File: src/rtl/calc_sequencer.sv
// Operand-entry and operation-sequencing core: edge-detected nibble edits,
// go-launched single/multi-cycle operations with timeout, and a result history.
module calc_sequencer #(
    parameter int unsigned WIDTH      = 32,
    parameter int unsigned HIST_DEPTH = 4,
    parameter logic [15:0] MULTI_MASK = 16'h00CC,
    parameter int unsigned TIMEOUT    = 64,
    localparam int unsigned NIB       = WIDTH / 4,
    localparam int unsigned HW        = (HIST_DEPTH > 1) ? $clog2(HIST_DEPTH) : 1
) (
    input  logic                 clk,
    input  logic                 rst,
    input  logic [NIB-1:0]       inc_lvl,
    input  logic                 dec,
    input  logic [1:0]           opnd_sel,
    input  logic [3:0]           op,
    input  logic                 go,
    input  logic [2*WIDTH-1:0]   comb_res,
    output logic                 unit_req,
    input  logic                 unit_ack,
    input  logic [2*WIDTH-1:0]   unit_res,
    input  logic                 unit_err,
    output logic [2*WIDTH-1:0]   num1,
    output logic [WIDTH-1:0]     num2,
    output logic [2*WIDTH-1:0]   result,
    input  logic [HW-1:0]        hist_idx,
    output logic [2*WIDTH-1:0]   hist_out,
    output logic [HW:0]          hist_count,
    output logic                 busy,
    output logic                 done,
    output logic                 err
);

    localparam int unsigned CW   = $clog2(TIMEOUT);
    localparam int unsigned CNTW = HW + 1;
    localparam int unsigned DW   = 2 * WIDTH;

    localparam logic [1:0] S_IDLE   = 2'd0;
    localparam logic [1:0] S_WAIT   = 2'd1;
    localparam logic [1:0] S_COMMIT = 2'd2;

    logic [1:0]     state, state_nxt;
    logic [NIB-1:0] inc_q;
    logic           go_q;
    logic [NIB-1:0] inc_edge;
    logic           go_edge;

    logic [DW-1:0]    pending, pending_nxt;
    logic             err_cap, err_cap_nxt;
    logic             abort, abort_nxt;
    logic [CW-1:0]    cnt, cnt_nxt;
    logic             unit_req_nxt, busy_nxt, done_nxt, err_nxt;
    logic [DW-1:0]    result_nxt;
    logic [DW-1:0]    num1_nxt;
    logic [WIDTH-1:0] num2_nxt;
    logic             push;
    logic [3:0]       step;

    logic [DW-1:0] hist [HIST_DEPTH];

    assign inc_edge = inc_lvl & ~inc_q;
    assign go_edge  = go & ~go_q;
    assign step     = dec ? 4'hF : 4'h1;

    // Per-nibble wrap-around edits; no carry between nibbles.
    always_comb begin
        num1_nxt = num1;
        num2_nxt = num2;
        if (state == S_IDLE) begin
            for (int unsigned i = 0; i < NIB; i++) begin
                if (inc_edge[i]) begin
                    case (opnd_sel)
                        2'b00:   num1_nxt[4*i +: 4]         = num1[4*i +: 4] + step;
                        2'b10:   num1_nxt[WIDTH + 4*i +: 4] = num1[WIDTH + 4*i +: 4] + step;
                        2'b01:   num2_nxt[4*i +: 4]         = num2[4*i +: 4] + step;
                        default: ;
                    endcase
                end
            end
        end
    end

    // Sequencer next-state and registered-output logic.
    always_comb begin
        state_nxt    = state;
        pending_nxt  = pending;
        err_cap_nxt  = err_cap;
        abort_nxt    = abort;
        cnt_nxt      = cnt;
        unit_req_nxt = unit_req;
        done_nxt     = 1'b0;
        err_nxt      = err;
        result_nxt   = result;
        push         = 1'b0;
        case (state)
            S_IDLE: begin
                if (go_edge) begin
                    err_nxt   = 1'b0;
                    abort_nxt = 1'b0;
                    if (MULTI_MASK[op]) begin
                        unit_req_nxt = 1'b1;
                        cnt_nxt      = '0;
                        state_nxt    = S_WAIT;
                    end else begin
                        pending_nxt = comb_res;
                        err_cap_nxt = 1'b0;
                        state_nxt   = S_COMMIT;
                    end
                end
            end
            S_WAIT: begin
                if (unit_ack) begin
                    pending_nxt  = unit_res;
                    err_cap_nxt  = unit_err;
                    unit_req_nxt = 1'b0;
                    state_nxt    = S_COMMIT;
                end else if (cnt == CW'(TIMEOUT - 1)) begin
                    unit_req_nxt = 1'b0;
                    abort_nxt    = 1'b1;
                    state_nxt    = S_COMMIT;
                end else begin
                    cnt_nxt = cnt + CW'(1);
                end
            end
            S_COMMIT: begin
                done_nxt  = 1'b1;
                state_nxt = S_IDLE;
                if (abort) begin
                    err_nxt = 1'b1;
                end else begin
                    push       = 1'b1;
                    result_nxt = pending;
                    err_nxt    = err_cap;
                end
            end
            default: state_nxt = S_IDLE;
        endcase
        busy_nxt = (state_nxt != S_IDLE);
    end

    always_ff @(posedge clk or posedge rst) begin
        if (rst) begin
            state      <= S_IDLE;
            inc_q      <= '0;
            go_q       <= 1'b0;
            pending    <= '0;
            err_cap    <= 1'b0;
            abort      <= 1'b0;
            cnt        <= '0;
            unit_req   <= 1'b0;
            busy       <= 1'b0;
            done       <= 1'b0;
            err        <= 1'b0;
            result     <= '0;
            num1       <= '0;
            num2       <= '0;
            hist_count <= '0;
            for (int unsigned i = 0; i < HIST_DEPTH; i++) begin
                hist[i] <= '0;
            end
        end else begin
            state    <= state_nxt;
            inc_q    <= inc_lvl;
            go_q     <= go;
            pending  <= pending_nxt;
            err_cap  <= err_cap_nxt;
            abort    <= abort_nxt;
            cnt      <= cnt_nxt;
            unit_req <= unit_req_nxt;
            busy     <= busy_nxt;
            done     <= done_nxt;
            err      <= err_nxt;
            result   <= result_nxt;
            num1     <= num1_nxt;
            num2     <= num2_nxt;
            if (push) begin
                hist[0] <= result;
                for (int unsigned i = HIST_DEPTH - 1; i > 0; i--) begin
                    hist[i] <= hist[i-1];
                end
                if (hist_count != CNTW'(HIST_DEPTH)) begin
                    hist_count <= hist_count + CNTW'(1);
                end
            end
        end
    end

    // Entries past the valid count read as zero.
    always_comb begin
        hist_out = '0;
        if ({1'b0, hist_idx} < hist_count) begin
            hist_out = hist[hist_idx];
        end
    end

endmodule

File: config.mk
export PLATFORM = sky130hd
export DESIGN_NAME = calc_sequencer
export DESIGN_NICKNAME = d
export VERILOG_FILES = /design/src/rtl/calc_sequencer.sv
export SDC_FILE = /design/constraint.sdc
export NUM_CORES = 1
export LEC_CHECK = 0
export ABC_AREA = 1
export CAP_MARGIN = 40
export CORE_MARGIN = 1.5
export CORE_UTILIZATION = 35
export CTS_BUF_LIST = sky130_fd_sc_hd__clkbuf_2
export CTS_CLUSTER_DIAMETER = 60
export DETAILED_ROUTE_END_ITERATION = 16
export PLACE_DENSITY_LB_ADDON = 0.05
export SETUP_SLACK_MARGIN = 0.2
export SLEW_MARGIN = 15
export SYNTH_ARGS = -nofsm -noshare
export SYNTH_HDL_FRONTEND = slang
export SYNTH_SLANG_ARGS = --single-unit
File: constraint.sdc
create_clock -name clk -period 15.3 [get_ports clk]
set_input_delay 1.53 -clock clk [delete_from_list [all_inputs] [get_ports clk]]
set_output_delay 1.53 -clock clk [all_outputs]
set_load 0.05 [all_outputs]
Word level (Yosys, flattened, before mapping)
Memory sizes are Yosys's and may differ from the RTL's.
Cells that the tools add are included.
- bitwise operators: 6
- $mul: 0
- $lt $le $gt $ge: 3
- div/mod/pow operators: 0
- reduce and logical (&&, ||, !) cells: 36
- equality and inequality tests: 14
- shift operators: 0
- $add $sub $neg: 26
- mux-type cells: 38
- operators with widths (cell ; number):
    64-bit 2-to-1 mux ; 6
    64-bit binary-select mux with 2-bit select ; 1
    64-bit one-hot mux with 2 select lines ; 1
    4-bit adder ; 24
    3-bit AND reduction ; 24
    6-bit 2-to-1 mux ; 4
    1-bit 2-to-1 mux ; 15
    2-bit inequality test, second input constant ; 6
    6-bit one-hot mux with 2 select lines ; 1
    4-bit AND reduction ; 3
    8-bit AND ; 1
    2-bit 2-to-1 mux ; 4
    8-bit NOT ; 1
    1-bit one-hot mux with 2 select lines ; 4
    6-bit by 1-bit adder with 6-bit output, second input constant ; 1
    6-bit equality test, second input constant ; 1
    3-bit inequality test, second input constant ; 2
    2-bit AND reduction ; 3
    2-bit nonzero test ; 3
    4-bit by 5-bit < comparator with 1-bit output, second input constant ; 1
    5-bit AND reduction ; 1
    2-bit by 1-bit equality test with 1-bit output, second input constant ; 2
    2-bit equality test, second input constant ; 2
    2-bit logical NOT ; 2
    other kinds (9) ; 10
- memory bits (writable): 0
- output and inout bits: 231
- bits of input ports: 150
- latch bits: 0
- register bits: 506
- memories: 1
- memory bits (read-only): 16
- memory list (name ; words ; width ; read ports ; clocked after Yosys merged registers in ; wr ports ; line ; text):
    (no name shown) ; 16 ; 1 ; 1 ; 0 ; 0 ; 100 ; if (MULTI_MASK[op]) begin

Depth between registers and ports, before layout
Gate-level depths: netlist of the first run.
- word-level depth: 6
- gate-level depth with buffers: 9
- mapped depth without buffers: 8

Least setup slack after synthesis of the first run
No wires, ideal clock.
- path type: input-to-output
- from: input hist_idx[0]
- to: output hist_out[63]
- stages: 5
- data arrival time: 3.143 ns
- data required time: 13.770 ns
- path slack: 10.627 ns
- buffers on the path: 3
- path through: clkbuf_1 clkbuf_1 clkbuf_1 o21ai_0 a21oi_1
- cells in the longest elaborated chain, start to end: 5
- ends and longest elaborated chain (what ; line ; text):
    from (decl) ; 26 ; input logic [HW-1:0] hist_idx,
    2-bit NOT with 3-bit output (implied by the code) ; 192 ; hist_out = hist[hist_idx];
    64-bit binary-select mux with 2-bit select ; 192 ;
    64-bit 2-to-1 mux (implied by the code) (2 in a row) ; 192 ;
    64-bit 2-to-1 mux * ; 191 ; if ({1'b0, hist_idx} < hist_count) begin
    to (decl) ; 27 ; output logic [2*WIDTH-1:0] hist_out,
Every way passes the cells marked *; elsewhere a longest branch is shown, timed or not. The select of a mux whose other input is x is not followed.

Worst setup path after layout of the first run
- from: input hist_idx[1]
- to: output hist_out[43]
Same word-level chain as after synthesis.

==> impl_metrics.py, run 1 <==
metrics = {
    "setup_path": {
        "r2r-start": "state[1]$_DFF_PP0_",
        "r2r_slack_ns": 11.89,
        "worstPathRequired_ns": 13.77,
        "worstPathMaxFanout": 42,
        "crit_path_end_kind": "primary output",
        "rr_endpoint": "hist_count[0]$_DFFE_PP0P_",
        "ff2ff_path_depth": 8,
        "worstSetupStartpointType": "primary input",
        "critical_path_class": "primary input to primary output",
        "arrival_ns": 4.46,
    },
    "synth": {
        "synth_cell_types": 23,
        "synth_cells": 3035,
        "synth_seq_cells": 506,
        "ys_warn_count": 0,
        "synth_area_um2": 24500,
        "syn_nets": 3261,
        "yosysSeqAreaShare_pct": 51.7,
        "postSynthAreaPerCell_um2": 8.07,
    },
    "sta": {
        "rsz0062_at_grt": "no",
        "min_period_ns": 5.99,
        "tightest_slew_ns": 0.927,
        "slew_violations": 0,
        "relSlewSlack_pct": 38.2,
        "setup_viol": 0,
        "hold_violations": 0,
        "max_freq_ghz": 0.167,
        "skew_ns": 0.0974,
        "tns_ns": 0,
        "finalCritPeriodShare_pct": 39.2,
    },
    "clock_network": {
        "path_clk_slew_ns": 0.10,
        "root_buffer": "clkbuf_2",
        "numClockSinks": 506,
        "cts_resized": 0,
        "post_cts.repair.setup_buffers": 0,
        "clock_latency_ns": 1.28,
        "cts_tree": "built",
        "h-tree-depth": 4,
        "cts_made_buffers": 148,
        "cts_buffer_depth": 3,
        "ctsHoldBuffers": 0,
    },
    "place": {
        "place_inst": 4216,
        "gp_congestion": 0.790,
        "place_hpwl_mm": 45.1,
        "port_buffers": 378,
    },
    "global_route": {
        "grt_usage_pct": 19.5,
        "grt_max_degree": 159,
        "grt_pass1_wl_mm": 109,
        "first_global_vias": 20085,
        "grt-ovfl-total": 0,
        "antenna_found_initial": 6,
    },
    "power": {
        "vdd_drop_max_uv": 123,
        "pwr-share-comb_pct": 46.9,
        "clkPwrFrac_pct": 16.4,
        "power.net_switching_mw": 2.94,
        "intPower_mw": 3.33,
        "p_leak_nw": 15.0,
        "powerDensity_nw_per_um2": 204,
        "p_seq_share_pct": 36.7,
        "switching_share_pct": 46.8,
    },
    "floorplan": {
        "die_h_um": 268,
        "dieArea_um2": 71600,
        "start_util_pct": 35.5,
        "io_pins": 381,
        "core_um2": 68900,
        "die_w_um": 268,
        "rows": 96,
    },
    "run": {
        "max-cap-violations": 0,
    },
    "finish": {
        "nNetsFinal": 3668,
        "mostFrequentLayoutCell": "nand2_1",
        "synthToLayoutAreaGrowth_pct": 25.3,
        "fillers": 6996,
        "postLayoutCoreUtil_pct": 44.5,
        "layout_common_cells": "1107 x nand2_1, 506 x dfrtp_1, 375 x clkdlybuf4s50_1",
        "final_cells": 4490,
        "drive_gt1_share_pct": 8.03,
    },
    "routing": {
        "ant_nets": 0,
        "via_per_inst": 4.59,
        "vias": 20590,
        "first_pass_iters": 5,
        "drc": 0,
        "finalWirelength_mm": 69.3,
        "routedWlPerCell_um": 15.4,
        "drt_iter0_markers": 1243,
    },
    "hold_path": {
        "hold_path.class": "flip-flop to flip-flop",
        "hold_depth": 2,
        "hold_path_end": "result[63]$_DFFE_PP0P_",
        "hp-start": "pending[63]$_DFFE_PP0P_",
    },
    "outcome": {
        "run_status": "finished clean",
    },
}
[routing by layer]
| layer | track usage (%) | wire (µm) | vias up | part of all wire, % |
|---|---|---|---|---|
| met1 | 26.1 | 32300 | 9586 | 47 |
| li1 | - | - | 10455 | - |
| met5 | 0 | 26 | - | 0.038 |
| met3 | 5.73 | 4150 | 124 | 6.0 |
| met2 | 29.9 | 31000 | 421 | 45 |
| met4 | 7.41 | 1770 | 4 | 2.6 |
[power by group through the flow]
| stage | sequential, mW | combinational, mW | clock (mW) |
|---|---|---|---|
| 3_5_place_dp | 2.33 | 2.96 | 0 |
| 6_report | 2.30 | 2.94 | 1.03 |
| 4_1_cts | 2.31 | 2.97 | 1.09 |
| 3_3_place_gp | 2.31 | 2.88 | 0 |
| 5_1_grt | 2.39 | 3.22 | 1.16 |
| 2_1_floorplan | 2.94 | 1.32 | 0 |
[kinds of logic after synthesis]
group | after synthesis | synth area share [%]
xor gates and xnor gates | 77 | 2.75
buffers and inverters | 496 | 7.95
AOI/OAI and AO/OA | 594 | 12.8
and+or+nand+nor | 1286 | 20.2
DFF | 506 | 51.7
adders and majority gates | 76 | 4.62
[Yosys cell counts]
library cell  count  area, µm²
a21oi_1         133        666
a21oi_2           2       17.5
and2_1            1       6.26
buf_1             4       15.0
buf_2            69        345
clkbuf_1         84        315
dfrtp_1         506      12700
fa_1             24        480
ha_1             52        651
inv_1           337       1260
inv_2             2       7.51
nand2_1        1108       4160
nand2_2           2       12.5
nand3_1          75        375
nand4_1           1       6.26
nor2_1           96        360
nor2_2            2       12.5
nor3_1            1       5.00
o211ai_1         63        473
o21ai_0         364       1820
o21ai_1          32        160
xnor2_1          26        228
xor2_1           51        447
[worst max-delay path by stage]
stage | start | slack, ns | cells past startpoint | to
final | hist_idx[1] | 9.31 | 9 | hist_out[43]
after global routing | hist_idx[1] | 9.19 | 9 | hist_out[34]
after global placement | hist_idx[1] | 8.90 | 7 | hist_out[48]
after detailed placement | hist_idx[1] | 9.12 | 8 | hist_out[43]
after floorplan | rst | 6.90 | 1 | abort$_DFFE_PP0P_
after CTS | hist_idx[1] | 9.12 | 8 | hist_out[43]
[per-stage QoR]
stage / area (µm²) / worst slack (ns) / hold WS (ns) / total power, mW
floorplan: 24500 / 6.90 / 0.442 / 4.26
finish: 30700 / 9.31 / 0.446 / 6.27
detailed placement: 29200 / 9.12 / 0.453 / 5.29
global route: 30700 / 9.19 / 0.456 / 6.77
global placement: 29000 / 8.90 / 0.451 / 5.19
CTS: 30500 / 9.12 / 0.422 / 6.37
[state kept, by name (all words and copies together) (netlist names)]
register	cells
unit_req	1
inc_q	8
done	1
num2	32
state	2
num1	64
abort	1
pending	64
err	1
result	64
hist_count	3
err_cap	1
cnt	6
hist	256
busy	1
go_q	1
[area by class of cell]
type / count / area, µm² / area share, %
sequential: 506 / 12700 / 41.2
multi-input combinational: 2033 / 9930 / 32.3
timing repair buffer: 414 / 4300 / 14.0
inverter: 339 / 1280 / 4.18
tap: 931 / 1160 / 3.79
clock buffer: 224 / 1120 / 3.65
clock inverter: 35 / 219 / 0.713
antenna: 8 / 20.0 / 0.0652
[critical path, stage by stage]
cell             delay [ns]
buf_4                  0.31
buf_12                 0.31
ha_1                   0.27
o21ai_0                0.14
a21oi_4                0.18
buf_4                  0.28
buf_12                 0.22
a21oi_1                0.29
clkdlybuf4s50_1        0.87
No activity file was read; power rests on OpenSTA's default activity.
==> run 2, diff against run 1 <==
==> constraint.sdc (replaced) <==
create_clock -name clk -period 5.63 [get_ports clk]
set_input_delay 0.563 -clock clk [delete_from_list [all_inputs] [get_ports clk]]
set_output_delay 0.563 -clock clk [all_outputs]
set_load 0.05 [all_outputs]
==> impl_metrics.py, run 2 (synthesized netlist as in run 1, its figures left out) <==
metrics = {
    "sta": {
        "tightest_slew_ns": 0.830,
        "slew_violations": 0,
        "min_period_ns": 4.60,
        "hold_violations": 0,
        "max_freq_ghz": 0.218,
        "finalCritPeriodShare_pct": 81.6,
        "relSlewSlack_pct": 44.6,
        "rsz0062_at_grt": "no",
        "skew_ns": 0.0597,
        "hold_ws_ns": 0.205,
        "setup_viol": 0,
    },
    "setup_path": {
        "critical_path_class": "flip-flop to primary output",
        "crit_chain": "inv_1 -> ha_1 -> o21ai_0 -> a21oi_4 -> buf_12 -> a21oi_1 -> clkdlybuf4s50_1",
        "slowest_delay_ns": 0.75,
        "worstPathRequired_ns": 5.07,
        "path_buf_inv": 3,
        "crit_slowest_cell": "clkdlybuf4s50_1",
        "crit_path_end_kind": "primary output",
        "r2r_slack_ns": 2.53,
        "crit_family": "buffers and inverters",
        "arrival_ns": 4.03,
        "worstPathMaxFanout": 49,
        "worstSetupStartpointType": "flip-flop",
    },
    "finish": {
        "mostFrequentLayoutCell": "nand2_1",
        "multiInputGateArea_um2": 9930,
        "largest_reg_flops": 256,
        "nNetsFinal": 3797,
        "top_register": "hist",
        "synthToLayoutAreaGrowth_pct": 30.7,
        "drive_gt1_share_pct": 7.26,
        "layout_common_cells": "1107 x nand2_1, 506 x dfrtp_1, 375 x clkdlybuf4s50_1",
        "fillers": 6888,
        "regArea_um2": 12700,
    },
    "hold_path": {
        "hold_path.class": "primary input to flip-flop",
    },
    "place": {
        "gp_congestion": 0.789,
        "port_buffers": 378,
        "place_hpwl_mm": 44.6,
    },
    "clock_network": {
        "path_clk_slew_ns": 0.10,
        "numClockSinks": 506,
        "cts_tree": "built",
        "clock_latency_ns": 1.22,
        "cts_resized": 0,
        "root_buffer": "clkbuf_2",
        "h-tree-depth": 4,
        "cts_made_buffers": 144,
        "cts_buffer_depth": 3,
    },
    "floorplan": {
        "core_um2": 68900,
        "dieArea_um2": 71600,
        "io_pins": 381,
        "rows": 96,
        "die_w_um": 268,
        "die_h_um": 268,
        "start_util_pct": 35.5,
    },
    "routing": {
        "drt_iter0_markers": 1168,
        "via_per_inst": 4.60,
        "vias": 21203,
        "routedWlPerCell_um": 15.2,
        "finalWirelength_mm": 70.3,
        "ant_nets": 0,
        "first_pass_iters": 5,
        "drc": 0,
    },
    "global_route": {
        "grt_pass1_wl_mm": 112,
        "grt_usage_pct": 20.0,
        "grt-ovfl-total": 0,
        "grt_max_degree": 177,
        "first_global_vias": 20962,
        "antenna_found_initial": 3,
    },
    "power": {
        "vdd_drop_max_uv": 323,
        "powerDensity_nw_per_um2": 536,
        "finalPower_mw": 17.2,
        "p_leak_nw": 15.5,
    },
    "run": {
        "max-cap-violations": 0,
    },
    "outcome": {
        "run_status": "finished clean",
    },
}
run 2: cell types whose count changed in the layout (fill, tap and decap cells not counted), sizes merged, moves of 3 or more:
cell	before	now
clkinv	27	30
clkinvlp	2	5
dlygate4sd3	0	141
buf	39	31
diode	8	4
clkbuf	224	209
run 2: final timing paths:
check	depth (start not counted)	start	end
worst max-delay path	7	hist_count[1]$_DFFE_PP0P_	hist_out[47]
min in group asynchronous	3	rst	hist[138]$_DFFE_PP0P_
worst max register to register	8	state[1]$_DFF_PP0_	result[32]$_DFFE_PP0P_
max in group asynchronous	4	rst	pending[47]$_DFFE_PP0P_
worst min-delay path	5	comb_res[28]	pending[28]$_DFFE_PP0P_
worst min register to register	2	pending[50]$_DFFE_PP0P_	result[50]$_DFFE_PP0P_
run 2: stage by stage:
| step | cell area (µm²) | worst slack (ns) | std cells | setup TNS [ns] | utilization, % |
|---|---|---|---|---|---|
| floorplan | 24500 | -1.80 | 3035 | -911.51 | - |
| global route | 32000 | 0.704 | 4611 | 0 | 46.4 |
| finish | 32000 | 1.03 | 4612 | 0 | 46.4 |
| global placement | 29000 | 1.59 | 4208 | 0 | 42.1 |
| CTS | 31900 | 0.765 | 4604 | 0 | 46.3 |
| detailed placement | 29100 | 1.55 | 4211 | 0 | 42.3 |
run 2: final cells by class:
type                            count  area share (%)
Clock inverter                     43           0.993
Clock buffer                      209            3.27
Tap cell                          931            3.64
Timing Repair Buffer              547            17.5
Multi-Input combinational cell   2033            31.0
Antenna cell                        4          0.0313
Inverter                          339            4.01
Sequential cell                   506            39.6
run 2: what timing repair did:
item                       in CTS  in global routing
hold endpoints to repair      104                  0
hold buffers                  141                  0
setup endpoints to repair       0                  0
setup buffers                   0                  0
run 2: routing by layer:
layer	wire length, µm	GRT usage [%]	vias up
met5	10	0	-
met4	1640	7.12	2
met3	4630	5.89	101
met2	31900	31.0	480
met1	32100	26.4	9893
li1	-	-	10727
run 2: where the power goes:
part / internal (mW) / total (mW) / leakage (nW) / switching (mW)
sequential: 5.18 / 6.27 / 6.54 / 1.09
clock: 1.22 / 2.84 / 1.01 / 1.62
combinational: 2.76 / 8.05 / 7.91 / 5.29
total: 9.16 / 17.2 / 15.5 / 8.00
run 2: worst reg2reg max path, stage by stage, from the launching register on:
cell,delay (ns)
dfrtp_1,0.47
inv_2,0.09
nor2_2,0.28
nand2_8,0.47
inv_8,0.55
buf_16,0.38
buf_4,0.52
nand2_1,0.19
nand2_1,0.09
==> run 3, diff against run 2 <==
==> constraint.sdc (replaced) <==
create_clock -name clk -period 3.69 [get_ports clk]
set_input_delay 0.369 -clock clk [delete_from_list [all_inputs] [get_ports clk]]
set_output_delay 0.369 -clock clk [all_outputs]
set_load 0.05 [all_outputs]
==> impl_metrics.py, run 3 (synthesized netlist as in run 1, its figures left out) <==
metrics = {
    "outcome": {
        "run_status": "finished clean",
    },
    "clock_network": {
        "numClockSinks": 506,
        "cts_tree": "built",
        "path_clk_slew_ns": 0.11,
        "root_buffer": "clkbuf_2",
        "cts_made_buffers": 146,
        "clock_latency_ns": 1.26,
        "cts_buffer_depth": 3,
        "h-tree-depth": 4,
    },
    "setup_path": {
        "critical_path_class": "flip-flop to primary output",
        "arrival_ns": 2.91,
        "crit_path_end_kind": "primary output",
        "worstPathRequired_ns": 3.32,
        "worstSetupStartpointType": "flip-flop",
        "worstPathMaxFanout": 7,
    },
    "power": {
        "p_seq_share_pct": 36.0,
        "pwr-share-comb_pct": 48.2,
        "p_leak_nw": 15.8,
        "powerDensity_nw_per_um2": 817,
        "clkPwrFrac_pct": 15.7,
        "power.net_switching_mw": 12.5,
        "vdd_drop_max_uv": 436,
        "intPower_mw": 14.0,
        "finalPower_mw": 26.5,
        "switching_share_pct": 47.1,
    },
    "floorplan": {
        "die_h_um": 268,
        "start_util_pct": 35.5,
        "dieArea_um2": 71600,
        "die_w_um": 268,
        "io_pins": 381,
        "core_um2": 68900,
        "rows": 96,
    },
    "sta": {
        "finalCritPeriodShare_pct": 89.0,
        "skew_ns": 0.0843,
        "min_period_ns": 3.28,
        "max_freq_ghz": 0.305,
        "hold_violations": 0,
        "relSlewSlack_pct": 45.7,
        "tightest_slew_ns": 0.815,
        "slew_violations": 0,
        "setup_viol": 0,
        "finalWorstSetupSlack_ns": 0.408,
        "rsz0062_at_grt": "yes",
    },
    "hold_path": {
        "hold_path.class": "primary input to flip-flop",
    },
    "finish": {
        "mostFrequentLayoutCell": "nand2_1",
        "top_register": "hist",
        "nNetsFinal": 3854,
        "largest_reg_flops": 256,
        "multiInputGateArea_um2": 10000,
        "layout_common_cells": "1107 x nand2_1, 506 x dfrtp_1, 363 x o21ai_0",
        "regArea_um2": 12700,
        "drive_gt1_share_pct": 10.4,
        "fillers": 6883,
        "synthToLayoutAreaGrowth_pct": 32.6,
    },
    "global_route": {
        "grt_max_degree": 150,
        "grt_pass1_wl_mm": 114,
        "first_global_vias": 21288,
        "antenna_found_initial": 4,
        "grt-ovfl-total": 0,
        "grt_usage_pct": 20.4,
    },
    "place": {
        "port_buffers": 378,
        "place_hpwl_mm": 45.9,
        "gp_congestion": 0.794,
        "dp_slack_ns": 0.679,
    },
    "routing": {
        "drt_iter0_markers": 1252,
        "finalWirelength_mm": 72.9,
        "vias": 21515,
        "via_per_inst": 4.61,
        "ant_nets": 0,
        "first_pass_iters": 6,
        "routedWlPerCell_um": 15.6,
        "drc": 0,
    },
    "run": {
        "max-cap-violations": 0,
    },
}
==> run 3: area by class of cell <==
class / count / area share [%]
clock inverters: 34 / 0.601
clock buffers: 219 / 3.37
diodes: 3 / 0.0231
flip-flops and latches: 506 / 39.0
well taps: 931 / 3.59
multi-input cells: 2033 / 30.9
repair buffers: 602 / 18.6
inverters: 339 / 3.95
==> run 3: power groups by stage <==
stage / sequential, mW / clock (mW) / combinational (mW)
after detailed placement: 9.67 / 0 / 12.3
final: 9.56 / 4.18 / 12.8
after global placement: 9.60 / 0 / 12.0
after global routing: 9.91 / 4.69 / 14.0
after CTS: 9.58 / 4.41 / 12.7
after floorplan: 12.2 / 0 / 5.49
==> run 3: repair_timing <==
action,CTS,global route
pin swaps,1,0
setup buffers,3,0
cloned,3,3
gates resized for setup,393,21
hold endpoints to repair,541,0
hold buffers,171,0
endpoints found under the setup margin,64,34
==> run 3: layer usage <==
layer  routed length (µm)  GRT usage, %  share of wire, %  up-vias
met1                33500          27.0                46    10120
met2                33800          32.4                46      474
met4                 1450          6.50               2.0        2
li1                     -             -                 -    10804
met5                   12             0             0.016        -
met3                 4120          5.60               5.7      115
==> run 3: worst max-delay path: stages, from the launching register on <==
cell	delay, ns
dfrtp_1	0.37
inv_1	0.08
ha_1	0.30
o21ai_2	0.07
a21oi_4	0.19
buf_6	0.20
buf_16	0.19
a21oi_1	0.06
clkbuf_4	0.22
==> run 3: stage by stage <==
stage	util, %	instances	instance area [µm²]	setup TNS, ns	hold slack (ns)
2_1_floorplan	-	3035	24500	-1794.98	0.400
3_3_place_gp	42.5	4230	29300	0	0.452
3_5_place_dp	42.5	4231	29300	0	0.453
4_1_cts	46.9	4661	32300	0	0.00884
5_1_grt	47.1	4666	32500	0	0.0934
6_report	47.1	4667	32500	0	0.231
==> run 3: final timing paths <==
| kind | from | endpoint | slack, ns | depth (start not counted) |
|---|---|---|---|---|
| worst max register to register | state[1]$_DFF_PP0_ | pending[41]$_DFFE_PP0P_ | 0.75 | 10 |
| worst min-delay path | go | go_q$_DFF_PP0_ | 0.23 | 2 |
| max in group asynchronous | rst | hist[108]$_DFFE_PP0P_ | 1.88 | 5 |
| worst max-delay path | hist_count[1]$_DFFE_PP0P_ | hist_out[42] | 0.41 | 8 |
| worst min register to register | pending[50]$_DFFE_PP0P_ | result[50]$_DFFE_PP0P_ | 0.42 | 2 |
| min in group asynchronous | rst | hist[197]$_DFFE_PP0P_ | 0.65 | 4 |
